$ cat src/rtl/fpu_pkg.sv
// Shared types, constants and pack/unpack helpers for the FPU subtractor datapath.
package fpu_pkg;

    localparam int EXP_W  = 8;
    localparam int FRAC_W = 23;
    localparam int WORK_W = 27;

    localparam logic [31:0]      QNAN    = 32'h7FC00000;
    localparam logic [31:0]      POS_INF = 32'h7F800000;
    localparam logic [EXP_W-1:0] EXP_MAX = 8'hFF;

    localparam logic [2:0] S_IDLE   = 3'd0;
    localparam logic [2:0] S_UNPACK = 3'd1;
    localparam logic [2:0] S_ALIGN  = 3'd2;
    localparam logic [2:0] S_OPER   = 3'd3;
    localparam logic [2:0] S_NORM   = 3'd4;
    localparam logic [2:0] S_ROUND  = 3'd5;
    localparam logic [2:0] S_DONE   = 3'd6;

    // Working mantissa layout: {hidden 1, frac[22:0], guard, round, sticky}
    typedef struct packed {
        logic              sign;
        logic [EXP_W-1:0]  exp;
        logic [FRAC_W-1:0] frac;
        logic [WORK_W-1:0] man;
        logic              is_zero;
        logic              is_inf;
        logic              is_nan;
    } operand_t;

    typedef struct packed {
        logic              sign;
        logic [EXP_W-1:0]  exp;
        logic [WORK_W-1:0] man;
    } work_t;

    function automatic operand_t unpack_operand(input logic [31:0] value, input logic flip_sign);
        operand_t op;
        op.sign    = value[31] ^ flip_sign;
        op.exp     = value[30:23];
        op.frac    = value[22:0];
        op.man     = {1'b1, value[22:0], 3'b000};
        op.is_zero = (value[30:23] == '0);
        op.is_inf  = (value[30:23] == EXP_MAX) && (value[22:0] == '0);
        op.is_nan  = (value[30:23] == EXP_MAX) && (value[22:0] != '0);
        return op;
    endfunction

    function automatic logic [31:0] pack_fp(input logic sign, input logic [EXP_W-1:0] exp,
                                            input logic [FRAC_W-1:0] frac);
        return {sign, exp, frac};
    endfunction

    function automatic logic [31:0] signed_inf(input logic sign);
        return {sign, POS_INF[30:0]};
    endfunction

endpackage

$ cat src/rtl/fpu_align_shifter.sv
// Combinational right barrel shift of a working mantissa; every bit shifted out ORs into the sticky LSB.
module fpu_align_shifter #(
    parameter int WIDTH = 27
) (
    input  logic [WIDTH-1:0] mantissa,
    input  logic [7:0]       amount,
    output logic [WIDTH-1:0] aligned
);

    logic [2*WIDTH-1:0] wide;

    // Upper half is the shifted mantissa, lower half collects what fell off the end.
    always_comb begin
        wide = {mantissa, {WIDTH{1'b0}}} >> amount;
        if (amount >= 8'(WIDTH)) begin
            aligned = {{(WIDTH-1){1'b0}}, |mantissa};
        end else begin
            aligned = {wide[2*WIDTH-1:WIDTH+1], wide[WIDTH] | (|wide[WIDTH-1:0])};
        end
    end

endmodule

$ cat src/rtl/fpu_subtractor.sv
// Multicycle IEEE-754 single-precision subtractor (result = a - b) with iterative normalization.
// Define FPU_SUB_ROUND_EN for round-to-nearest-even; otherwise ROUND truncates.
module fpu_subtractor
    import fpu_pkg::*;
#(
    parameter int MAX_NORM_STEPS = 26
) (
    input  logic        clk,
    input  logic        reset,
    input  logic        start,
    input  logic [31:0] a,
    input  logic [31:0] b,
    output logic        busy,
    output logic        done,
    output logic [31:0] result
);

    localparam int CNT_W = $clog2(MAX_NORM_STEPS + 1);
    localparam logic [CNT_W-1:0] STEP_LIMIT = CNT_W'(MAX_NORM_STEPS);

    logic [2:0]        state;
    logic [31:0]       a_reg;
    logic [31:0]       b_reg;
    work_t             op_a;
    work_t             op_b;
    logic              res_sign;
    logic [EXP_W-1:0]  res_exp;
    logic [WORK_W-1:0] man_larger;
    logic [WORK_W-1:0] man_smaller;
    logic [WORK_W-1:0] man;
    logic              eff_sub;
    logic [CNT_W-1:0]  norm_steps;

    operand_t          ua;
    operand_t          ub;
    logic              special;
    logic [31:0]       special_res;
    logic              a_larger;
    work_t             larger;
    work_t             smaller;
    logic [7:0]        exp_diff;
    logic [WORK_W-1:0] smaller_aligned;
    logic [WORK_W:0]   sum;
    logic [WORK_W-1:0] diff;
    logic              inc;
    logic [24:0]       rounded;

    assign busy = (state != S_IDLE);

    assign ua = unpack_operand(a_reg, 1'b0);
    assign ub = unpack_operand(b_reg, 1'b1);

    // NaN wins, then infinities, then zero operands; denormals count as zero.
    always_comb begin
        special     = 1'b1;
        special_res = '0;
        if (ua.is_nan || ub.is_nan) begin
            special_res = QNAN;
        end else if (ua.is_inf && ub.is_inf) begin
            special_res = (ua.sign == ub.sign) ? signed_inf(ua.sign) : QNAN;
        end else if (ua.is_inf) begin
            special_res = signed_inf(ua.sign);
        end else if (ub.is_inf) begin
            special_res = signed_inf(ub.sign);
        end else if (ua.is_zero && ub.is_zero) begin
            special_res = {ua.sign & ub.sign, 31'b0};
        end else if (ua.is_zero) begin
            special_res = pack_fp(ub.sign, ub.exp, ub.frac);
        end else if (ub.is_zero) begin
            special_res = pack_fp(ua.sign, ua.exp, ua.frac);
        end else begin
            special = 1'b0;
        end
    end

    always_comb begin
        a_larger = ({op_a.exp, op_a.man} >= {op_b.exp, op_b.man});
        if (a_larger) begin
            larger  = op_a;
            smaller = op_b;
        end else begin
            larger  = op_b;
            smaller = op_a;
        end
        exp_diff = larger.exp - smaller.exp;
    end

    fpu_align_shifter #(
        .WIDTH(WORK_W)
    ) u_align (
        .mantissa(smaller.man),
        .amount  (exp_diff),
        .aligned (smaller_aligned)
    );

    assign sum  = {1'b0, man_larger} + {1'b0, man_smaller};
    assign diff = man_larger - man_smaller;

`ifdef FPU_SUB_ROUND_EN
    assign inc = man[2] & (man[1] | man[0] | man[3]);
`else
    assign inc = 1'b0;
`endif

    assign rounded = {1'b0, man[26:3]} + {24'b0, inc};

    // Main control: done is registered together with the entry into DONE, so it lasts exactly that state.
    always_ff @(posedge clk or posedge reset) begin
        if (reset) begin
            state       <= S_IDLE;
            done        <= 1'b0;
            result      <= '0;
            a_reg       <= '0;
            b_reg       <= '0;
            op_a        <= '0;
            op_b        <= '0;
            res_sign    <= 1'b0;
            res_exp     <= '0;
            man_larger  <= '0;
            man_smaller <= '0;
            man         <= '0;
            eff_sub     <= 1'b0;
            norm_steps  <= '0;
        end else begin
            done <= 1'b0;
            case (state)
                S_IDLE: begin
                    if (start) begin
                        a_reg <= a;
                        b_reg <= b;
                        state <= S_UNPACK;
                    end
                end
                S_UNPACK: begin
                    if (special) begin
                        result <= special_res;
                        done   <= 1'b1;
                        state  <= S_DONE;
                    end else begin
                        op_a  <= '{ua.sign, ua.exp, ua.man};
                        op_b  <= '{ub.sign, ub.exp, ub.man};
                        state <= S_ALIGN;
                    end
                end
                S_ALIGN: begin
                    res_sign    <= larger.sign;
                    res_exp     <= larger.exp;
                    man_larger  <= larger.man;
                    man_smaller <= smaller_aligned;
                    eff_sub     <= (larger.sign != smaller.sign);
                    state       <= S_OPER;
                end
                S_OPER: begin
                    norm_steps <= '0;
                    if (!eff_sub) begin
                        if (sum[WORK_W]) begin
                            if (res_exp == EXP_MAX - 8'd1) begin
                                result <= signed_inf(res_sign);
                                done   <= 1'b1;
                                state  <= S_DONE;
                            end else begin
                                man     <= {sum[WORK_W:2], sum[1] | sum[0]};
                                res_exp <= res_exp + 8'd1;
                                state   <= S_NORM;
                            end
                        end else begin
                            man   <= sum[WORK_W-1:0];
                            state <= S_NORM;
                        end
                    end else if (diff == '0) begin
                        result <= '0;
                        done   <= 1'b1;
                        state  <= S_DONE;
                    end else begin
                        man   <= diff;
                        state <= S_NORM;
                    end
                end
                S_NORM: begin
                    if (man[WORK_W-1]) begin
                        state <= S_ROUND;
                    end else if ((res_exp > 8'd1) && (norm_steps < STEP_LIMIT)) begin
                        man        <= {man[WORK_W-2:0], 1'b0};
                        res_exp    <= res_exp - 8'd1;
                        norm_steps <= norm_steps + CNT_W'(1);
                    end else begin
                        result <= '0;
                        done   <= 1'b1;
                        state  <= S_DONE;
                    end
                end
                S_ROUND: begin
                    done  <= 1'b1;
                    state <= S_DONE;
                    if (rounded[24]) begin
                        if (res_exp == EXP_MAX - 8'd1) begin
                            result <= signed_inf(res_sign);
                        end else begin
                            result <= pack_fp(res_sign, res_exp + 8'd1, rounded[23:1]);
                        end
                    end else begin
                        result <= pack_fp(res_sign, res_exp, rounded[22:0]);
                    end
                end
                S_DONE: begin
                    state <= S_IDLE;
                end
                default: begin
                    state <= S_IDLE;
                end
            endcase
        end
    end

endmodule

$ cat config.mk
export PLATFORM = sky130hd
export DESIGN_NAME = fpu_subtractor
export DESIGN_NICKNAME = d
export VERILOG_FILES = /design/src/rtl/fpu_pkg.sv /design/src/rtl/fpu_align_shifter.sv /design/src/rtl/fpu_subtractor.sv
export SDC_FILE = /design/constraint.sdc
export NUM_CORES = 1
export LEC_CHECK = 0
export BUFFER_PORTS_ARGS = -buffer_cell sky130_fd_sc_hd__buf_2
export CAP_MARGIN = 10
export CORE_MARGIN = 2
export CORE_UTILIZATION = 28
export DETAILED_ROUTE_END_ITERATION = 16
export GPL_TIMING_DRIVEN = 0
export SLEW_MARGIN = 10
export SYNTH_ARGS = -nofsm -noshare
export SYNTH_HDL_FRONTEND = slang
export SYNTH_HIERARCHICAL = 1
export SYNTH_SLANG_ARGS = --single-unit
$ cat constraint.sdc
create_clock -name clk -period 12.1 [get_ports clk]
set_clock_uncertainty 0.2 [all_clocks]
set_input_delay 1.815 -clock clk [delete_from_list [all_inputs] [get_ports clk]]
set_output_delay 1.815 -clock clk [all_outputs]
set_load 0.03 [all_outputs]
### After elaboration in Yosys (flattened, before gate mapping)

Index checks and enable logic that the tools add are counted.

| operators by class | value |
|---|---|
| add/sub/neg operators | 6 |
| $mul | 0 |
| div/mod/pow operators | 0 |
| order comparisons | 4 |
| eq/ne operators | 24 |
| shift-type cells | 1 |
| mux-type cells | 59 |
| bitwise logic cells | 5 |
| reduce and logical (&&, ||, !) cells | 30 |

Operators by type and width:

| cell | number |
|---|---|
| two-way mux 32 bit | 15 |
| two-way mux 27 bit | 7 |
| case mux 32 bit (4 select lines) | 1 |
| two-way mux 36 bit | 2 |
| case mux 27 bit (2 select lines) | 1 |
| OR reduction 27 bit | 2 |
| right shift 54 x 8 -> 54 bit | 1 |
| zero test 23 bit | 2 |
| nonzero test 23 bit | 2 |
| two-way mux 8 bit | 5 |
| >= comparator 35 bit | 1 |
| adder 27 x 27 -> 28 bit | 1 |
| zero test 27 bit | 1 |
| subtractor 27 bit | 1 |
| equality test 8 bit, second input constant | 3 |
| case mux 8 bit (3 select lines) | 1 |
| two-way mux 3 bit | 6 |
| case mux 3 bit (6 select lines) | 1 |
| zero test 8 bit | 2 |
| inequality test 2 bit, second input constant | 8 |
| inequality test 3 bit, second input constant | 5 |
| two-way mux 1 bit | 14 |
| two-way mux 5 bit | 2 |
| case mux 5 bit (2 select lines) | 1 |
| 29 further kinds | 44 |

| storage, ports and cells | value |
|---|---|
| register bits | 262 |
| bits in latches | 0 |
| RAM bits | 0 |
| memory bits (read-only) | 0 |
| input bits | 67 |
| output and inout bits | 34 |
| word-level logic and storage cells | 148 |
| memories kept | 0 |

### Logic depth before layout (Yosys ltp)

Gate-level depths: netlist (run 1).

| logic depth | value |
|---|---|
| depth in word-level cells | 10 |
| gate-level depth with buffers | 30 |
| mapped depth without buffers | 23 |

### By module

Netlist (run 1), hierarchy kept.

Modules (own cells, without submodules):

| module | times used | cells each | area an instance (um^2) | sequential area each (um^2) |
|---|---|---|---|---|
| fpu_subtractor | 1 | 1693 | 15866.5 | 6456.2 |
| fpu_align_shifter | 1 | 328 | 2366.0 | 0.0 |

### Worst setup path before layout (run 1)

Ideal clock, no wire load.

| timing path | value |
|---|---|
| path type | register to register |
| start | register op_a[32] in the netlist's numbering |
| end | register man_smaller[0] |
| library setup time | 0.132 ns |
| arrival | 5.359 ns |
| required time | 11.768 ns |
| setup slack | 6.409 ns |
| cell stages (with the launch flop) | 27 |
| buffers on the path | 6 |
| period minus slack after synthesis | 5.691 ns |
| path through | dfrtp_1 ha_1 clkbuf_1 nand4_1 nor2_1 a211o_1 a221o_1 nor3_1 clkbuf_1 buf_2 buf_2 buf_2 and3_1 nor2_1 ha_1 nor2_1 xnor2_1 buf_6 mux4_2 mux2i_4 nor2_2 or4_1 o31ai_1 a32oi_1 o2bb2ai_1 nand2_1 o21ai_0 |

| between the ends | value |
|---|---|
| word-level cells in the longest chain between the ends | 7 |
| elaborated cells between the ends (all ways) | 10 |
| classes of those cells | 1 x add/sub; 2 x order compare; 1 x shift; 3 x mux; 1 x bitwise; 2 x reduce/logical |

RTL lines:

| item | line | text |
|---|---|---|
| start, declared | fpu_subtractor.sv:24 | `work_t op_a;` |
| start signal, assigned | fpu_subtractor.sv:140 | `op_a <= '{ua.sign, ua.exp, ua.man};` |
| >= comparator 35 bit (*) | fpu_subtractor.sv:77 | `a_larger = ({op_a.exp, op_a.man} >= {op_b.exp, op_b.man});` |
| two-way mux 36 bit | fpu_subtractor.sv:78 | `if (a_larger) begin` |
| subtractor 8 bit (*) | fpu_subtractor.sv:85 | `exp_diff = larger.exp - smaller.exp;` |
| named net exp_diff[2] | fpu_subtractor.sv:41 | `logic [7:0] exp_diff;` |
| right shift 54 x 8 -> 54 bit | fpu_align_shifter.sv:14 | `wide = {mantissa, {WIDTH{1'b0}}} >> amount;` |
| OR reduction 27 bit | fpu_align_shifter.sv:18 | `aligned = {wide[2*WIDTH-1:WIDTH+1], wide[WIDTH] \| (\|wide[WIDTH-1:0])};` |
| OR 1 bit | fpu_align_shifter.sv:18 |  |
| two-way mux 27 bit (*) | fpu_align_shifter.sv:15 | `if (amount >= 8'(WIDTH)) begin` |
| named net smaller_aligned[0] | fpu_subtractor.sv:42 | `logic [WORK_W-1:0] smaller_aligned;` |
| end signal, assigned | fpu_subtractor.sv:149 | `man_smaller <= smaller_aligned;` |
| end, declared | fpu_subtractor.sv:29 | `logic [WORK_W-1:0] man_smaller;` |

Mark *: on every way through the listed nets, which the timed path passes. The rest lies on a longest branch.
A chain may end at the register's enable or synchronous reset.

### Worst setup path after layout (run 1)

| timing path | value |
|---|---|
| start | register op_b[32] in the netlist's numbering |
| end | register man_smaller[0] |

| between the ends | value |
|---|---|
| word-level cells in the longest chain between the ends | 7 |
| elaborated cells between the ends (all ways) | 10 |
| classes of those cells | 1 x add/sub; 2 x order compare; 1 x shift; 3 x mux; 1 x bitwise; 2 x reduce/logical |

RTL lines:

| item | line | text |
|---|---|---|
| start, declared | fpu_subtractor.sv:25 | `work_t op_b;` |
| start signal, assigned | fpu_subtractor.sv:141 | `op_b <= '{ub.sign, ub.exp, ub.man};` |
| >= comparator 35 bit (*) | fpu_subtractor.sv:77 |  |
| two-way mux 36 bit | fpu_subtractor.sv:78 |  |
| subtractor 8 bit (*) | fpu_subtractor.sv:85 |  |
| named net exp_diff[2] | fpu_subtractor.sv:41 |  |
| right shift 54 x 8 -> 54 bit | fpu_align_shifter.sv:14 |  |
| OR reduction 27 bit | fpu_align_shifter.sv:18 |  |
| OR 1 bit | fpu_align_shifter.sv:18 |  |
| two-way mux 27 bit (*) | fpu_align_shifter.sv:15 |  |
| named net smaller_aligned[0] | fpu_subtractor.sv:42 |  |

Marks and branches as above.

==> run metrics, run 1 <==
status=complete, no violations; Synth async-reset ratio=1.00; Biggest register=op_b; max FFs per register=33; Yosys Warn Count=6; DP Wirelength=52200 um; delay-heaviest family, CP=buffers and inverters; Avg Inst Size Synth=9.02 um2; Synth area leaders=dfrtp_1, mux2_2, ha_1, mux2i_1, o21ai_0; total CTS buffers=28; Arrival @ worst endpoint=7.85 ns; layout cells sized above 1=0.169; top cell type's share of synthesized area=0.354; P&R area growth vs syn=14.5%; total congestion overflow=0; max-cap violations=0; die area=67200 um2; Synth Area in Compound Gates=0.190; Reg area=6460 um2; vias in the first global route=16200; measured slew at the worst slew-check pin=1.31 ns; DRC viols=0; Core Box Area=64500 um2; area leader, netlist=dfrtp_1; WL final=66400 um; routed length per placed instance=21.8 um; first-pass GRT wire length=100000 um; Synth Instances=2021; Worst R2R Setup Slack=4.48 ns; Synth Register Bits=258; Root Driver=clkbuf_16; Post-Synth Simple-Gate Area=0.148; final setup fails=0; type of origin of the critical path=flop; CP Data Required Time=12.34 ns; post-synthesis adder-cell area fraction=0.0608; FP Rows=93; largest net degree at the start of global routing=100; GRT Util Overall=0.192; clock latency on the worst-skew pair=0.58 ns; Hold Crit Depth=1; # port buffers=100; slowest CP cell=mux2i_1; CTS tree=built; die height=259 um; most common cell after layout, fill and taps aside=dfrtp_1; chip width=259 um; maximum clock rate=0.131 GHz; setup_tns=0 ns; post-synthesis mux area share=0.168; RSZ-0062 raised after global routing=no; Placer Congestion=0.988; vias after detailed routing=16800; clk sinks=258; Hold Violations, Final=0; Layout Nets=2323; clock edge transition at the registers on the reported setup and hold paths=0.06 ns; buffer count from post-CTS setup fixing=0; crit path max fanout=10; antenna-violating nets left=0; Hold/Removal Path Class=reg2reg; clk buf depth=3; CTS Hold Bufs=0; initial core utilization=0.283; Post-synth EDFFs=0; IO Pins=101; most frequent cells in the layout=dfrtp_1, nand2_1, nor2_1; Pre-antenna DRT Iters=8; Resized Gates After CTS=0; Slew Limit Fails=0; ys flop type=dfrtp_1; multi-input logic area=10800 um2; final worst path period need=7.62 ns; Setup CP Type=reg2reg; sequential fraction of the synthesis area=0.354; Post-Synth XOR/XNOR Area=0.0250; Worst Hold End=result[5]; initial antenna violation count=2; worst flop-to-flop path endpoint=man_smaller[0]; r2r startpoint=op_b[32]; period utilization=0.629; Max-Slew Margin vs Limit=0.115; H-tree depth=1; Post-Syn Area=18200 um2; R2R cell count=28; Via density=5.52; largest family of logic cells by synthesized area=compound AO/OA/AOI/OAI gates; hold_sp=result[5]; largest stage delay on the critical path=0.53 ns; Fillers=6794; critical path endpoint category=flop; Unique masters post-synth=93; number of DRC markers in iteration 0=1730; worst path bufs/invs=7
## worst max path at each step
stage,to,start,depth (start not counted)
floorplan,a_reg[0],reset,1
global placement,a_reg[10],reset,2
detailed placement,man_smaller[0],op_b[32],28
CTS,man_smaller[0],op_a[32],27
global route,man_smaller[0],op_b[32],28
finish,man_smaller[0],op_b[32],28
## final cells by class
cell class	instances	area share
Antenna cell	1	0.000120
Clock inverter	12	0.00678
Clock buffer	39	0.0384
Tap cell	855	0.0513
Multi-Input combinational cell	1538	0.520
Inverter	111	0.0203
Timing Repair Buffer	102	0.0266
Sequential cell	258	0.309
Buffer	129	0.0273
## cell usage after synthesis (21+ instances only)
library cell	count
ha_1	87
o21ai_0	172
nand2_1	203
dfrtp_1	258
mux2i_1	92
nor4_1	22
a22oi_1	31
nor3_1	40
xnor2_1	41
nand4_1	21
a21oi_1	108
nor2_1	177
inv_1	109
mux2_2	134
nor2b_1	21
buf_2	26
clkbuf_1	82
nand3_1	23
## metrics by stage
step | hold WS (ns) | utilization | area, um2 | setup slack (ns) | cells
CTS | 0.293 | 0.324 | 20900 | 4.66 | 3044
detailed placement | 0.279 | 0.309 | 19900 | 4.69 | 2993
finish | 0.288 | 0.324 | 20900 | 4.48 | 3045
global route | 0.306 | 0.324 | 20900 | 4.14 | 3044
global placement | 0.273 | 0.308 | 19900 | 0.146 | 2991
floorplan | 0.255 | - | 18300 | 2.99 | 2036
## logic make-up after synthesis
family / count (synthesis)
and+or+nand+nor: 584
AOI/OAI and AO/OA: 534
muxes: 264
DFF: 258
buffers and inverters: 240
adders and majority gates: 88
xor gates and xnor gates: 52
other: 1
## per-layer routing
metal / global-route usage / share of wire / vias to the layer above
li1: - / - / 7584
met3: 0.0348 / 0.083 / 94
met4: 0.0469 / 0.026 / 0
met5: 0 / 0 / -
met1: 0.278 / 0.45 / 8395
met2: 0.295 / 0.44 / 736
Power of run 1 is left out: the tool's default activity adds up to more than one toggle a clock period on the data nets, which glitch-free logic cannot reach.
==> inputs of run 2 (changes only) <==
--- a/config.mk
+++ b/config.mk
@@ -5,6 +5,7 @@
 export SDC_FILE = /design/constraint.sdc
 export NUM_CORES = 1
 export LEC_CHECK = 0
+export ABC_AREA = 1
 export BUFFER_PORTS_ARGS = -buffer_cell sky130_fd_sc_hd__buf_2
 export CAP_MARGIN = 10
 export CORE_MARGIN = 2
==> constraint.sdc (replaced) <==
create_clock -name clk -period 7.2 [get_ports clk]
set_clock_uncertainty 0.2 [all_clocks]
set_input_delay 1.08 -clock clk [delete_from_list [all_inputs] [get_ports clk]]
set_output_delay 1.08 -clock clk [all_outputs]
set_load 0.03 [all_outputs]
==> run metrics, run 2 <==
Synth async-reset ratio=1.00 (unchanged); DP Wirelength=58500 um (was 52200 um); GRT Util Overall=0.197 (was 0.192); type of origin of the critical path=flop (unchanged); H-tree depth=1 (unchanged); Core Box Area=68600 um2 (was 64500 um2); Post-Synth Simple-Gate Area=0.355 (was 0.148); Synth Register Bits=258 (unchanged); Post-Syn Area=19400 um2 (was 18200 um2); buffer count from post-CTS setup fixing=0 (unchanged); vias after detailed routing=20200 (was 16800); maximum clock rate=0.176 GHz (was 0.131 GHz); first-pass GRT wire length=110000 um (was 100000 um); largest family of logic cells by synthesized area=simple AND/OR/NAND/NOR gates (was compound AO/OA/AOI/OAI gates); Resized Gates After CTS=0 (unchanged); Max-Slew Margin vs Limit=0.432 (was 0.115); Yosys Warn Count=6 (unchanged); layout cells sized above 1=0.0947 (was 0.169); die height=267 um (was 259 um); P&R area growth vs syn=14.9% (was 14.5%); WL final=70600 um (was 66400 um); Placer Congestion=0.962 (was 0.988); slowest CP cell=xor2_1 (was mux2i_1); Via density=4.96 (was 5.52); top cell type's share of synthesized area=0.332 (was 0.354); n_diodes=0 (was 1); Post-Synth XOR/XNOR Area=0.0122 (was 0.0250); period utilization=0.789 (was 0.629); Post-synth EDFFs=0 (unchanged); antenna-violating nets left=0 (unchanged); initial core utilization=0.283 (about the same); status=complete, no violations (unchanged); cell repeated most along the worst path=nand2_1; clock edge transition at the registers on the reported setup and hold paths=0.06 ns (about the same); clk buf depth=3 (unchanged); crit path max fanout=10 (unchanged); # port buffers=100 (unchanged); most frequent cells in the layout=nand2_1, inv_1, nand3_1 (was dfrtp_1, nand2_1, nor2_1); measured slew at the worst slew-check pin=0.844 ns (was 1.31 ns); CTS tree=built (unchanged); total CTS buffers=30 (was 28); Slew Limit Fails=0 (unchanged); final setup fails=0 (unchanged); initial antenna violation count=1 (was 2); die area=71500 um2 (was 67200 um2); Root Driver=clkbuf_16 (unchanged); FP Rows=96 (was 93); post-synthesis mux area share=0.000580 (was 0.168); final worst path period need=5.68 ns (was 7.62 ns); CP Data Required Time=7.41 ns (was 12.34 ns); post-synthesis adder-cell area fraction=0.0571 (was 0.0608); Synth Area in Compound Gates=0.136 (was 0.190); RSZ-0062 raised after global routing=no (unchanged); Synth Instances=2966 (was 2021); Biggest register=op_b (unchanged); routed length per placed instance=17.4 um (was 21.8 um); most common cell after layout, fill and taps aside=nand2_1 (was dfrtp_1); max FFs per register=33 (unchanged); largest stage delay on the critical path=0.49 ns (was 0.53 ns); largest net degree at the start of global routing=38 (was 100); sequential fraction of the synthesis area=0.332 (was 0.354); total congestion overflow=0 (unchanged); area leader, netlist=dfrtp_1 (unchanged); max-cap violations=0 (unchanged); Layout Nets=3269 (was 2323); r2r startpoint=op_b[30] (was op_b[32]); top-count cell post-synth=nand2_1 (was dfrtp_1); chip width=267 um (was 259 um); clk sinks=258 (unchanged); IO Pins=101 (unchanged); Arrival @ worst endpoint=5.89 ns (was 7.85 ns); Pre-antenna DRT Iters=5 (was 8); number of DRC markers in iteration 0=1634 (was 1730); Synth area leaders=dfrtp_1, nand2_1, nand3_1, inv_1, o21ai_0 (was dfrtp_1, mux2_2, ha_1, mux2i_1, o21ai_0); Hold Violations, Final=0 (unchanged); setup_tns=0 ns (unchanged); Avg Inst Size Synth=6.55 um2 (was 9.02 um2); worst setup path startpoint=op_b[30] (was op_b[32]); clock latency on the worst-skew pair=0.58 ns (about the same); CTS Hold Bufs=0 (unchanged); commonest cells in the netlist=nand2_1, inv_1, nand3_1 (was dfrtp_1, nand2_1, nor2_1); vias in the first global route=19000 (was 16200); critical path endpoint category=flop (unchanged); Hold/Removal Path Class=reg2reg (unchanged); hold_sp=man[3] (was result[5]); DRC viols=0 (unchanged); Setup CP Type=reg2reg (unchanged); fin util=0.325 (was 0.324); Unique masters post-synth=53 (was 93); ys flop type=dfrtp_1 (unchanged)
-- run 2: cells by family (layout without fill, tap and decap cells) --
logic type | count (synthesis) | in the layout
compound gates | 498 | 498
xor+xnor | 27 | 27
fa+ha+maj | 88 | 88
buf+inv | 506 | 667
flops | 258 | 258
mux | 1 | 1
other cells | 1 | 9
simple gates | 1587 | 1587
-- run 2: stage by stage --
step           setup WS (ns)  hold slack (ns)  instances  cell area [um2]
2_1_floorplan           2.52            0.242       2974            19500
3_3_place_gp           0.743            0.258       4005            21100
3_5_place_dp            1.51            0.262       4013            21300
5_1_grt                 1.07            0.285       4066            22300
6_report                1.52            0.274       4066            22300
4_1_cts                 1.49            0.278       4066            22300
-- run 2: worst max-delay path, delay by kind of cell, from the launching register on --
kind                       cells  cell delay [ns]
and+or+nand+nor               16             2.10
xor gates and xnor gates       1             0.49
buffers and inverters          4             0.74
DFF                            1             0.44
AOI/OAI and AO/OA              5             0.96
adders and majority gates      2             0.59
-- run 2: final timing paths --
kind	end	depth (start not counted)	slack [ns]
worst min-delay path	man[3]	2	0.27
max in group asynchronous	result[17]	6	5.27
min in group asynchronous	b_reg[8]	2	0.36
worst max-delay path	man_smaller[0]	28	1.52
worst min register to register	man[3]	2	0.27
worst max register to register	man_smaller[0]	28	1.52
-- run 2: metal layers --
layer	vias to the layer above	share of wire	global-route usage	wire length, um
met4	0	0.039	0.0714	2760
met3	119	0.059	0.0183	4180
met1	9389	0.44	0.268	31100
li1	9991	-	-	-
met2	664	0.46	0.325	32600
met5	-	0	0	0
-- run 2: layout make-up --
class                           instances  area [um2]
Clock buffer                           40         860
Buffer                                145         714
Tap cell                              931        1160
Timing Repair Buffer                  108         668
Sequential cell                       258        6460
Fill cell                            7615       46300
Inverter                              361        1360
Multi-Input combinational cell       2210       10900
Clock inverter                         13         176
Power of run 2 is left out for the same reason.
